`config.mk`:
```
export PLATFORM = sky130hd
export DESIGN_NAME = eth_rx_filter
export DESIGN_NICKNAME = d
export VERILOG_FILES = /design/src/rtl/eth_pkg.sv /design/src/rtl/eth_rx_fifo.sv /design/src/rtl/eth_rx_filter.sv
export SDC_FILE = /design/constraint.sdc
export NUM_CORES = 1
export LEC_CHECK = 0
export BUFFER_PORTS_ARGS = -buffer_cell sky130_fd_sc_hd__buf_2
export CAP_MARGIN = 0
export CORE_MARGIN = 4
export CORE_UTILIZATION = 45
export CTS_CLUSTER_SIZE = 25
export DETAILED_ROUTE_END_ITERATION = 8
export GPL_TIMING_DRIVEN = 1
export MAX_ROUTING_LAYER = met4
export SLEW_MARGIN = 15
export SYNTH_ARGS = -nofsm -noshare
export SYNTH_HDL_FRONTEND = slang
export SYNTH_SLANG_ARGS = --single-unit
```
`constraint.sdc`:
```
create_clock -name clk -period 5.5 [get_ports clk]
set_clock_uncertainty 0.05 [all_clocks]
set_input_delay 0.55 -clock clk [delete_from_list [all_inputs] [get_ports clk]]
set_output_delay 0.55 -clock clk [all_outputs]
set_load 0.005 [all_outputs]
```
`src/rtl/eth_pkg.sv`:
```
// Shared types, constants and the CRC-32 byte step for the Ethernet receive front end.
package eth_pkg;

    typedef enum logic [2:0] {
        ST_IDLE,
        ST_PREAMBLE,
        ST_HEADER,
        ST_PAYLOAD,
        ST_DISCARD
    } eth_state_e;

    localparam logic [31:0] CRC_POLY_REFL = 32'hEDB8_8320;
    localparam logic [31:0] CRC_INIT      = 32'hFFFF_FFFF;
    localparam logic [31:0] CRC_RESIDUE   = 32'hDEBB_20E3;

    localparam logic [47:0] MAC_BROADCAST = 48'hFFFF_FFFF_FFFF;
    localparam int unsigned HDR_LEN       = 14;
    // 4 bytes hide the FCS, 1 more lets the final payload byte be tagged as last.
    localparam int unsigned HOLD_LEN      = 5;

    localparam logic [7:0]  PREAMBLE_BYTE = 8'h55;
    localparam logic [7:0]  SFD_BYTE      = 8'hD5;

    function automatic logic [31:0] crc32_step(input logic [31:0] crc, input logic [7:0] data);
        logic [31:0] c;
        c = crc ^ {24'h0, data};
        for (int unsigned i = 0; i < 8; i++) begin
            c = c[0] ? ((c >> 1) ^ CRC_POLY_REFL) : (c >> 1);
        end
        return c;
    endfunction

endpackage

```
`src/rtl/eth_rx_fifo.sv`:
```
// Synchronous FIFO for {err, last, data} beats; outputs read as zero while empty.
module eth_rx_fifo #(
    parameter int unsigned DEPTH = 16,
    parameter int unsigned WIDTH = 10
) (
    input  logic                       clk,
    input  logic                       rst,
    input  logic                       wr_en_i,
    input  logic [WIDTH-1:0]           wr_data_i,
    input  logic                       rd_en_i,
    output logic [WIDTH-1:0]           rd_data_o,
    output logic                       valid_o,
    output logic [$clog2(DEPTH):0]     free_o
);

    localparam int unsigned AW = $clog2(DEPTH);
    localparam int unsigned CW = AW + 1;

    logic [WIDTH-1:0] mem_q [DEPTH];
    logic [AW-1:0]    wr_ptr_q, wr_ptr_d;
    logic [AW-1:0]    rd_ptr_q, rd_ptr_d;
    logic [CW-1:0]    count_q, count_d;
    logic             do_wr, do_rd;

    assign do_wr = wr_en_i && (count_q != CW'(DEPTH));
    assign do_rd = rd_en_i && (count_q != '0);

    always_comb begin
        wr_ptr_d = wr_ptr_q;
        rd_ptr_d = rd_ptr_q;
        count_d  = count_q;
        if (do_wr) begin
            wr_ptr_d = wr_ptr_q + AW'(1);
        end
        if (do_rd) begin
            rd_ptr_d = rd_ptr_q + AW'(1);
        end
        case ({do_wr, do_rd})
            2'b10:   count_d = count_q + CW'(1);
            2'b01:   count_d = count_q - CW'(1);
            default: count_d = count_q;
        endcase
    end

    always_ff @(posedge clk) begin
        if (rst) begin
            wr_ptr_q <= '0;
            rd_ptr_q <= '0;
            count_q  <= '0;
        end else begin
            wr_ptr_q <= wr_ptr_d;
            rd_ptr_q <= rd_ptr_d;
            count_q  <= count_d;
        end
    end

    always_ff @(posedge clk) begin
        if (do_wr) begin
            mem_q[wr_ptr_q] <= wr_data_i;
        end
    end

    assign valid_o   = (count_q != '0);
    assign rd_data_o = valid_o ? mem_q[rd_ptr_q] : '0;
    assign free_o    = CW'(DEPTH) - count_q;

endmodule

```
`src/rtl/eth_rx_filter.sv`:
```
// Ethernet receive front end: preamble/SFD detection, address/EtherType filtering,
// header and FCS stripping, CRC-32 check, buffered payload stream with per-frame verdict.
module eth_rx_filter
    import eth_pkg::*;
#(
    parameter logic [47:0] MAC_ADDR        = 48'h0011_2233_4455,
    parameter int unsigned PREAMBLE_MIN    = 7,
    parameter int unsigned FIFO_DEPTH      = 16,
    parameter int unsigned MAX_PAYLOAD     = 1500,
    parameter logic        ETYPE_FILTER_EN = 1'b0,
    parameter logic [15:0] ETYPE           = 16'h88B5
) (
    input  logic       clk,
    input  logic       rst,
    input  logic [7:0] rx_byte,
    input  logic       rx_valid,
    input  logic       promisc,
    output logic [7:0] m_data,
    output logic       m_valid,
    input  logic       m_ready,
    output logic       m_last,
    output logic       m_err,
    output logic       stat_ok,
    output logic       stat_crc_err,
    output logic       stat_overflow,
    output logic       stat_oversize,
    output logic       stat_runt,
    output logic       stat_filtered
);

    localparam int unsigned PW = $clog2(PREAMBLE_MIN + 1);
    localparam int unsigned HW = $clog2(HDR_LEN + 1);
    localparam int unsigned KW = $clog2(HOLD_LEN + 1);
    localparam int unsigned LW = $clog2(MAX_PAYLOAD + 1);
    localparam int unsigned CW = $clog2(FIFO_DEPTH) + 1;

    eth_state_e              state_q, state_d;
    logic [PW-1:0]           pre_cnt_q, pre_cnt_d;
    logic [HW-1:0]           hdr_cnt_q, hdr_cnt_d;
    logic [31:0]             crc_q, crc_d;
    logic [47:0]             dst_q, dst_d;
    logic [7:0]              etype_hi_q, etype_hi_d;
    logic                    accept_q, accept_d;
    logic [HOLD_LEN*8-1:0]   hold_q, hold_d;
    logic [KW-1:0]           hold_cnt_q, hold_cnt_d;
    logic [LW-1:0]           pay_cnt_q, pay_cnt_d;
    logic                    ovf_q, ovf_d;
    logic                    ovs_q, ovs_d;

    logic stat_ok_q, stat_ok_d;
    logic stat_crc_err_q, stat_crc_err_d;
    logic stat_overflow_q, stat_overflow_d;
    logic stat_oversize_q, stat_oversize_d;
    logic stat_runt_q, stat_runt_d;
    logic stat_filtered_q, stat_filtered_d;

    logic          push_en;
    logic [9:0]    push_data;
    logic [9:0]    fifo_rd;
    logic [CW-1:0] fifo_free;

    logic [31:0] crc_next;
    logic [7:0]  hold_oldest;
    logic        dst_ok, etype_ok, crc_bad, ovs_end, last_err;

    assign crc_next    = crc32_step(crc_q, rx_byte);
    assign hold_oldest = hold_q[HOLD_LEN*8-1 -: 8];
    assign dst_ok      = (dst_q == MAC_ADDR) || (dst_q == MAC_BROADCAST) || promisc;
    assign etype_ok    = !ETYPE_FILTER_EN || ({etype_hi_q, rx_byte} == ETYPE);
    assign crc_bad     = (crc_q != CRC_RESIDUE);
    // A full push count at frame end means the pending last beat is one byte too many.
    assign ovs_end     = ovs_q || (pay_cnt_q == LW'(MAX_PAYLOAD));
    assign last_err    = crc_bad || ovf_q || ovs_end;

    always_comb begin
        state_d         = state_q;
        pre_cnt_d       = pre_cnt_q;
        hdr_cnt_d       = hdr_cnt_q;
        crc_d           = crc_q;
        dst_d           = dst_q;
        etype_hi_d      = etype_hi_q;
        accept_d        = accept_q;
        hold_d          = hold_q;
        hold_cnt_d      = hold_cnt_q;
        pay_cnt_d       = pay_cnt_q;
        ovf_d           = ovf_q;
        ovs_d           = ovs_q;
        stat_ok_d       = 1'b0;
        stat_crc_err_d  = 1'b0;
        stat_overflow_d = 1'b0;
        stat_oversize_d = 1'b0;
        stat_runt_d     = 1'b0;
        stat_filtered_d = 1'b0;
        push_en         = 1'b0;
        push_data       = '0;

        case (state_q)
            ST_IDLE: begin
                if (rx_valid && rx_byte == PREAMBLE_BYTE) begin
                    state_d   = ST_PREAMBLE;
                    pre_cnt_d = PW'(1);
                end
            end

            ST_PREAMBLE: begin
                if (!rx_valid) begin
                    state_d = ST_IDLE;
                end else if (rx_byte == PREAMBLE_BYTE) begin
                    if (pre_cnt_q != PW'(PREAMBLE_MIN)) begin
                        pre_cnt_d = pre_cnt_q + PW'(1);
                    end
                end else if (rx_byte == SFD_BYTE && pre_cnt_q >= PW'(PREAMBLE_MIN)) begin
                    state_d    = ST_HEADER;
                    hdr_cnt_d  = '0;
                    crc_d      = CRC_INIT;
                    hold_cnt_d = '0;
                    pay_cnt_d  = '0;
                    ovf_d      = 1'b0;
                    ovs_d      = 1'b0;
                    accept_d   = 1'b0;
                end else begin
                    state_d = ST_DISCARD;
                end
            end

            ST_HEADER: begin
                if (!rx_valid) begin
                    state_d     = ST_IDLE;
                    stat_runt_d = 1'b1;
                end else begin
                    crc_d = crc_next;
                    if (hdr_cnt_q < HW'(6)) begin
                        dst_d = {dst_q[39:0], rx_byte};
                    end
                    if (hdr_cnt_q == HW'(HDR_LEN - 2)) begin
                        etype_hi_d = rx_byte;
                    end
                    if (hdr_cnt_q == HW'(HDR_LEN - 1)) begin
                        state_d  = ST_PAYLOAD;
                        accept_d = dst_ok && etype_ok;
                    end
                    if (hdr_cnt_q != HW'(HDR_LEN)) begin
                        hdr_cnt_d = hdr_cnt_q + HW'(1);
                    end
                end
            end

            ST_PAYLOAD: begin
                if (!rx_valid) begin
                    state_d = ST_IDLE;
                    if (hold_cnt_q != KW'(HOLD_LEN)) begin
                        stat_runt_d = 1'b1;
                    end else if (!accept_q) begin
                        stat_filtered_d = 1'b1;
                    end else begin
                        push_en         = 1'b1;
                        push_data       = {last_err, 1'b1, hold_oldest};
                        stat_ok_d       = !last_err;
                        stat_crc_err_d  = crc_bad;
                        stat_overflow_d = ovf_q;
                        stat_oversize_d = ovs_end;
                    end
                end else begin
                    crc_d  = crc_next;
                    hold_d = {hold_q[HOLD_LEN*8-9:0], rx_byte};
                    if (hold_cnt_q != KW'(HOLD_LEN)) begin
                        hold_cnt_d = hold_cnt_q + KW'(1);
                    end else if (accept_q) begin
                        if (pay_cnt_q == LW'(MAX_PAYLOAD)) begin
                            ovs_d = 1'b1;
                        end else begin
                            pay_cnt_d = pay_cnt_q + LW'(1);
                            // Keep one entry free so the last beat always fits.
                            if (!ovf_q) begin
                                if (fifo_free >= CW'(2)) begin
                                    push_en   = 1'b1;
                                    push_data = {2'b00, hold_oldest};
                                end else begin
                                    ovf_d = 1'b1;
                                end
                            end
                        end
                    end
                end
            end

            ST_DISCARD: begin
                if (!rx_valid) begin
                    state_d = ST_IDLE;
                end
            end

            default: state_d = ST_DISCARD;
        endcase
    end

    always_ff @(posedge clk) begin
        if (rst) begin
            state_q         <= ST_DISCARD;
            pre_cnt_q       <= '0;
            hdr_cnt_q       <= '0;
            crc_q           <= CRC_INIT;
            dst_q           <= '0;
            etype_hi_q      <= '0;
            accept_q        <= 1'b0;
            hold_q          <= '0;
            hold_cnt_q      <= '0;
            pay_cnt_q       <= '0;
            ovf_q           <= 1'b0;
            ovs_q           <= 1'b0;
            stat_ok_q       <= 1'b0;
            stat_crc_err_q  <= 1'b0;
            stat_overflow_q <= 1'b0;
            stat_oversize_q <= 1'b0;
            stat_runt_q     <= 1'b0;
            stat_filtered_q <= 1'b0;
        end else begin
            state_q         <= state_d;
            pre_cnt_q       <= pre_cnt_d;
            hdr_cnt_q       <= hdr_cnt_d;
            crc_q           <= crc_d;
            dst_q           <= dst_d;
            etype_hi_q      <= etype_hi_d;
            accept_q        <= accept_d;
            hold_q          <= hold_d;
            hold_cnt_q      <= hold_cnt_d;
            pay_cnt_q       <= pay_cnt_d;
            ovf_q           <= ovf_d;
            ovs_q           <= ovs_d;
            stat_ok_q       <= stat_ok_d;
            stat_crc_err_q  <= stat_crc_err_d;
            stat_overflow_q <= stat_overflow_d;
            stat_oversize_q <= stat_oversize_d;
            stat_runt_q     <= stat_runt_d;
            stat_filtered_q <= stat_filtered_d;
        end
    end

    eth_rx_fifo #(
        .DEPTH (FIFO_DEPTH),
        .WIDTH (10)
    ) u_fifo (
        .clk       (clk),
        .rst       (rst),
        .wr_en_i   (push_en),
        .wr_data_i (push_data),
        .rd_en_i   (m_ready),
        .rd_data_o (fifo_rd),
        .valid_o   (m_valid),
        .free_o    (fifo_free)
    );

    assign {m_err, m_last, m_data} = fifo_rd;

    assign stat_ok       = stat_ok_q;
    assign stat_crc_err  = stat_crc_err_q;
    assign stat_overflow = stat_overflow_q;
    assign stat_oversize = stat_oversize_q;
    assign stat_runt     = stat_runt_q;
    assign stat_filtered = stat_filtered_q;

endmodule

```
## Word level (Yosys, flattened, before mapping)

Memory sizes are Yosys's and may differ from the RTL's. A register that Yosys moved wholly into a read port is not among the register bits.
Index checks and enable logic that the tools add are counted.

| cells by class | value |
|---|---|
| bitwise gates (word level) | 11 |
| order comparisons | 3 |
| reductions and logical operators | 31 |
| multiplexer cells | 92 |
| add/sub/neg operators | 9 |
| eq/ne operators | 36 |

Operators with widths:

| cell | count |
|---|---|
| 32-bit two-way mux | 12 |
| 13-bit inverter with 14-bit output | 8 |
| 11-bit two-way mux | 7 |
| 32-bit case mux with 2 select lines | 1 |
| 10-bit two-way mux | 5 |
| 48-bit by 37-bit == test with 1-bit output (second input constant) | 1 |
| 48-bit == test (second input constant) | 1 |
| 3-bit two-way mux | 15 |
| 8-bit two-way mux | 5 |
| 2-bit != test (second input constant) | 16 |
| 32-bit != test (second input constant) | 1 |
| 32-bit by 8-bit bitwise XOR with 32-bit output | 1 |
| 1-bit two-way mux | 30 |
| 4-bit two-way mux | 7 |
| 11-bit case mux with 2 select lines | 1 |
| 6-bit AND reduction | 3 |
| 8-bit AND reduction | 2 |
| 4-bit by 1-bit adder with 4-bit output (second input constant) | 3 |
| 3-bit != test (second input constant) | 4 |
| 3-bit case mux with 2 select lines | 2 |
| 3-bit case mux with 4 select lines | 1 |
| 11-bit by 1-bit adder with 11-bit output (second input constant) | 1 |
| 11-bit == test (second input constant) | 1 |
| 5-bit case mux with 2 select lines | 1 |
| other kinds (34) | 53 |

| storage, ports and cells | value |
|---|---|
| memories kept | 1 |
| flip-flop bits (word level) | 166 |
| memory bits (writable) | 160 |
| input bits | 13 |

Memory list:

| memory | words | width | read ports | clocked after Yosys merged registers in | wr ports | line | RTL |
|---|---|---|---|---|---|---|---|
| u_fifo.mem_q | 16 | 10 | 1 | 1 | 1 | eth_rx_fifo.sv:19 | `logic [WIDTH-1:0] mem_q [DEPTH];` |

## Logic depth before layout (Yosys ltp)

| depth | value |
|---|---|
| word-level depth | 19 |
| gate-level depth with buffers | 19 |
| depth with buffers taken out | 17 |

## Cells and area by module

A second synthesis with hierarchy kept.

| unflattened totals | value |
|---|---|
| cell total of the unflattened synthesis | 1196 |
| area, all modules | 14107.3 µm² |

Modules (own cells, without submodules):

| module | times used | seq. area each (µm²) | area an instance (µm²) | cells an instance |
|---|---|---|---|---|
| eth_rx_fifo | 1 | 5144.9 | 7125.6 | 358 |
| eth_rx_filter | 1 | 3062.9 | 6981.7 | 838 |

## Worst setup path before layout

OpenSTA, ideal clock, no wires.

| timing path | value |
|---|---|
| path kind | reg-to-reg |
| start | register u_fifo.count_q[1] |
| end | register u_fifo.count_q[4] |
| data required time | 5.329 ns |
| buffers on the path | 2 |
| stages on the path, launching flop included | 19 |
| arrival | 3.613 ns |
| path slack | 1.716 ns |
| cell sequence | dfxtp_1 clkbuf_1 inv_1 ha_1 and2_1 ha_1 or4_4 o32ai_4 inv_1 ha_1 clkbuf_1 xor2_1 ha_1 a21oi_1 nor2b_1 o21ai_0 a21o_1 a31oi_1 mux2_2 |

| between the ends | value |
|---|---|
| cells in the longest elaborated chain, start to end | 12 |
| elaborated cells between the ends (all ways) | 19 |

RTL lines:

| element | line | RTL |
|---|---|---|
| start, declared | eth_rx_fifo.sv:22 | `logic [CW-1:0] count_q, count_d;` |
| start signal, assigned | eth_rx_fifo.sv:53 | `count_q <= count_d;` |
| 5-bit subtractor | eth_rx_fifo.sv:65 | `assign free_o = CW'(DEPTH) - count_q;` |
| 5-bit by 2-bit >= comparator with 1-bit output | eth_rx_filter.sv:175 | `if (fifo_free >= CW'(2)) begin` |
| 1-bit two-way mux | eth_rx_filter.sv:175 |  |
| 1-bit two-way mux | eth_rx_filter.sv:174 | `if (!ovf_q) begin` |
| 1-bit two-way mux | eth_rx_filter.sv:169 | `if (pay_cnt_q == LW'(MAX_PAYLOAD)) begin` |
| 1-bit two-way mux | eth_rx_filter.sv:168 | `end else if (accept_q) begin` |
| 1-bit two-way mux | eth_rx_filter.sv:166 | `if (hold_cnt_q != KW'(HOLD_LEN)) begin` |
| 1-bit two-way mux | eth_rx_filter.sv:149 | `if (!rx_valid) begin` |
| 1-bit two-way mux | eth_rx_filter.sv:97 | `case (state_q)` |
| 1-bit logical AND | eth_rx_fifo.sv:25 | `assign do_wr = wr_en_i && (count_q != CW'(DEPTH));` |
| 2-bit by 1-bit == test with 1-bit output or 2-bit == test (tied branches) | eth_rx_fifo.sv:38 | `case ({do_wr, do_rd})` |
| 5-bit case mux with 2 select lines or 2-bit nonzero test (tied branches) | -- |  |

Parallel ways exist; a longest one is shown, timed or not.
A chain may end at the register's enable or synchronous reset.

## Worst setup path after layout

Same ends and word-level chain as after synthesis.

==> flow_metrics.tcl <==
set metrics [dict create \
    status "finished, final reports clean" \
    ios 30 \
    synth_simple_gate_area_share_pct 15.2 \
    ys.flop_type "dfxtp_1" \
    hold_path.class "in -> reg" \
    postCtsSetupBuffers 0 \
    grt_pass1_wl_um 45000 \
    clk_pin_slew_worst_paths_ns 0.05 \
    layout-drive-gt1-share_pct 14.2 \
    synthesis.nets 1209 \
    max-cap-violations 0 \
    dp_cells 1547 \
    drc_errors 0 \
    ys_async_sr_fraction_pct 0 \
    ys_ff_latch 330 \
    cts_max_level 2 \
    fp.dieH_um 184 \
    synth_top_family_by_area "simple AND/OR/NAND/NOR gates" \
    timing.hold.ws_ns 0.282 \
    place.gp.congestion 0.775 \
    hp-start "rx_byte[6]" \
    nFillCells 2781 \
    multi_input_area_mm2 0.00549 \
    ant_nets 0 \
    rsz0062_at_grt "false" \
    dr_total_vias 8562 \
    p_total_uw 4940 \
    fmax_ghz 0.257 \
    fin_tns_setup_ns 0 \
    synthCells 1175 \
    r2r_start "u_fifo.count_q[1]" \
    cts_buffers 37 \
    nets 1224 \
    rows 64 \
    firstDrtPassIters 5 \
    cp_max_fo 9 \
    synthAdderAreaFrac_pct 1.88 \
    place_area_mm2 0.0145 \
    yosys-mux-area-fraction_pct 8.59 \
    dp_hpwl_um 17300 \
    max_slew_margin_pct 24.2 \
    ys_top_cells_by_area "edfxtp_1 (34%), dfxtp_1 (24%), mux4_2 (8.0%)" \
    coreArea_mm2 0.0307 \
    powerDensity_mw_per_mm2 317 \
    yosysTopAreaCell "edfxtp_1" \
    clock_sinks 330 \
    die_w_um 184 \
    portBuffers 29 \
    grt_use_total_pct 16.7 \
    final_max_slew_viol_count 0 \
    first_iter_violations 441 \
    yosys_warnings 0 \
    arrival_ns 4.24 \
    post_drt_wl_per_cell_um 16.7 \
    overflow 0 \
    leakagePower_uw 0.00474 \
    cts_hold_buf 0 \
    synth.avg_cell_area_um2 11.9 \
    clkLatencyLatePin_ns 0.52 \
    viasPerCell 5.31 \
    stdcell_area_mm2 0.0156 \
    diodes 0 \
    hold_viol 0 \
    cts_buffer_depth 3 \
    synth-compound-area-share_pct 6.52 \
    startpoint_type "flip-flop" \
    tritoncts "built" \
    syn_to_final_growth_pct 11.3 \
    dieArea_mm2 0.0340 \
    netlist.area_leader.share_pct 34.3 \
    synth_edf_count 160 \
    crit_path_end_kind "flip-flop" \
    synth_area_mm2 0.0140 \
    grt_max_degree 102 \
    cts.repair.resized 0 \
    initial_core_util_pct 45.7 \
    seqCellArea_mm2 0.00821 \
    ir_drop_mv 0.285 \
    yosys.area_share.xor_xnor_pct 6.98 \
    crit_start "u_fifo.count_q[1]" \
    fin_cells 1612 \
    wl_um 27000 \
    seq_area_frac_synth_pct 58.6 \
    grt_pass1_vias 8371 \
    required_ns 5.85 \
    clockRootBuffer "clkbuf_16" \
    setup_violations 0 \
    layout_min_cycle_time_ns 3.89 \
    tightestPinTransition_ns 1.13 \
    antenna_found_initial 0 \
    critical_path_class "reg -> reg" \
    synth.distinct_cells 68 \
    period_share_pct 70.7 \
]
## cell usage in the layout (no fill, tap or decap), types with 9 or more instances in the layout
cell type,synthesis,routed
inv_1,12,12
nand2b_1,29,29
o22ai_1,14,14
o21ai_0,13,13
xor2_1,29,29
nand2_1,198,198
buf_4,1,14
and2_1,24,24
xnor2_1,52,52
nor4_1,18,18
nand4_1,21,21
clkbuf_16,0,38
buf_2,12,28
mux4_2,50,50
dfxtp_1,170,168
clkbuf_1,43,9
edfxtp_1,160,160
nor3_1,16,16
ha_1,21,21
nand3_1,16,16
a21oi_1,107,107
nor2_1,67,67
## where the power goes
part | switching (uW) | total [uW] | internal [uW] | leakage [uW]
clock network | 950 | 2230 | 1280 | 0.000543
logic | 86.0 | 147 | 61.4 | 0.00165
registers | 1.21 | 2550 | 2550 | 0.00255
total | 1040 | 4940 | 3900 | 0.00474
## cells in the mapped netlist, types with 3 or more instances
library cell / n
nand2_1: 198
nand4_1: 21
xor2_1: 29
mux4_2: 50
and2_1: 24
xnor2_2: 5
edfxtp_1: 160
dfxtp_1: 170
ha_1: 21
xnor2_1: 52
buf_1: 10
o22ai_1: 14
buf_2: 12
nor2b_1: 6
nor3_1: 16
nand4b_1: 5
a21oi_1: 107
nor4_1: 18
o21ai_0: 13
xnor2_4: 4
or3_1: 3
mux2i_1: 4
nand2b_1: 29
nor2_1: 67
clkbuf_1: 43
a31oi_1: 4
inv_1: 12
nand3_1: 16
and3_1: 8
nand3b_1: 5
xor2_2: 3
## critical path, cell delays in order (launching register included)
cell	delay, ns
dfxtp_1	0.49
inv_1	0.11
ha_1	0.21
and2_1	0.16
ha_1	0.22
or4_4	0.53
o32ai_4	0.27
inv_1	0.12
ha_1	0.31
xor2_1	0.18
ha_1	0.19
a21oi_1	0.25
nor2b_1	0.07
o21ai_0	0.15
a21o_1	0.12
a31oi_1	0.07
mux2_2	0.27
## per-stage QoR
stage	utilization, %	setup WS, ns
after global placement	47.2	1.67
after CTS	50.8	1.58
final	50.8	1.61
after global routing	50.8	1.30
after detailed placement	47.2	1.59
after floorplan	-	1.72
## path summary, 6_finish.rpt
check / end / slack [ns] / cells after the start
worst min-delay path: hold_q[6] / 0.28 / 3
worst max-delay path: u_fifo.count_q[4] / 1.61 / 16
worst min register to register: hold_q[39] / 0.39 / 2
worst max register to register: u_fifo.count_q[4] / 1.61 / 16
## layer usage
layer  part of all wire [%]  GRT usage [%]
met2                     48           26.7
met1                     46           22.8
met4                    1.9           3.99
met5                      0              -
met3                    3.4           2.53
## layout make-up
type	instances	area share [%]
clock inverter	17	0.658
tap	396	3.18
clock buffer	48	6.40
multi-input combinational	767	35.2
inverter	12	0.289
timing repair buffer	42	1.57
sequential	330	52.7
## state kept, by name, summed over array words and instances (netlist names), named ones only
register,cells
stat_overflow,1
pre_cnt_q,3
hold_q,40
stat_crc_err,1
u_fifo.count_q,5
u_fifo.wr_ptr_q,4
hold_cnt_q,3
crc_q,32
u_fifo.mem_q,160
dst_q,48
accept_q,1
stat_oversize,1
state_q,3
hdr_cnt_q,4
pay_cnt_q,11
u_fifo.rd_ptr_q,4
stat_runt,1
stat_filtered,1
ovs_q,1
ovf_q,1
stat_ok,1
## logic make-up (layout without fill, tap and decap cells)
family,count (synthesis),in the layout
buf+inv,78,119
mux,57,57
fa+ha+maj,21,21
xor+xnor,94,94
simple gates,438,438
flops,330,330
compound gates,157,157
(Power assumes the default switching activity.)
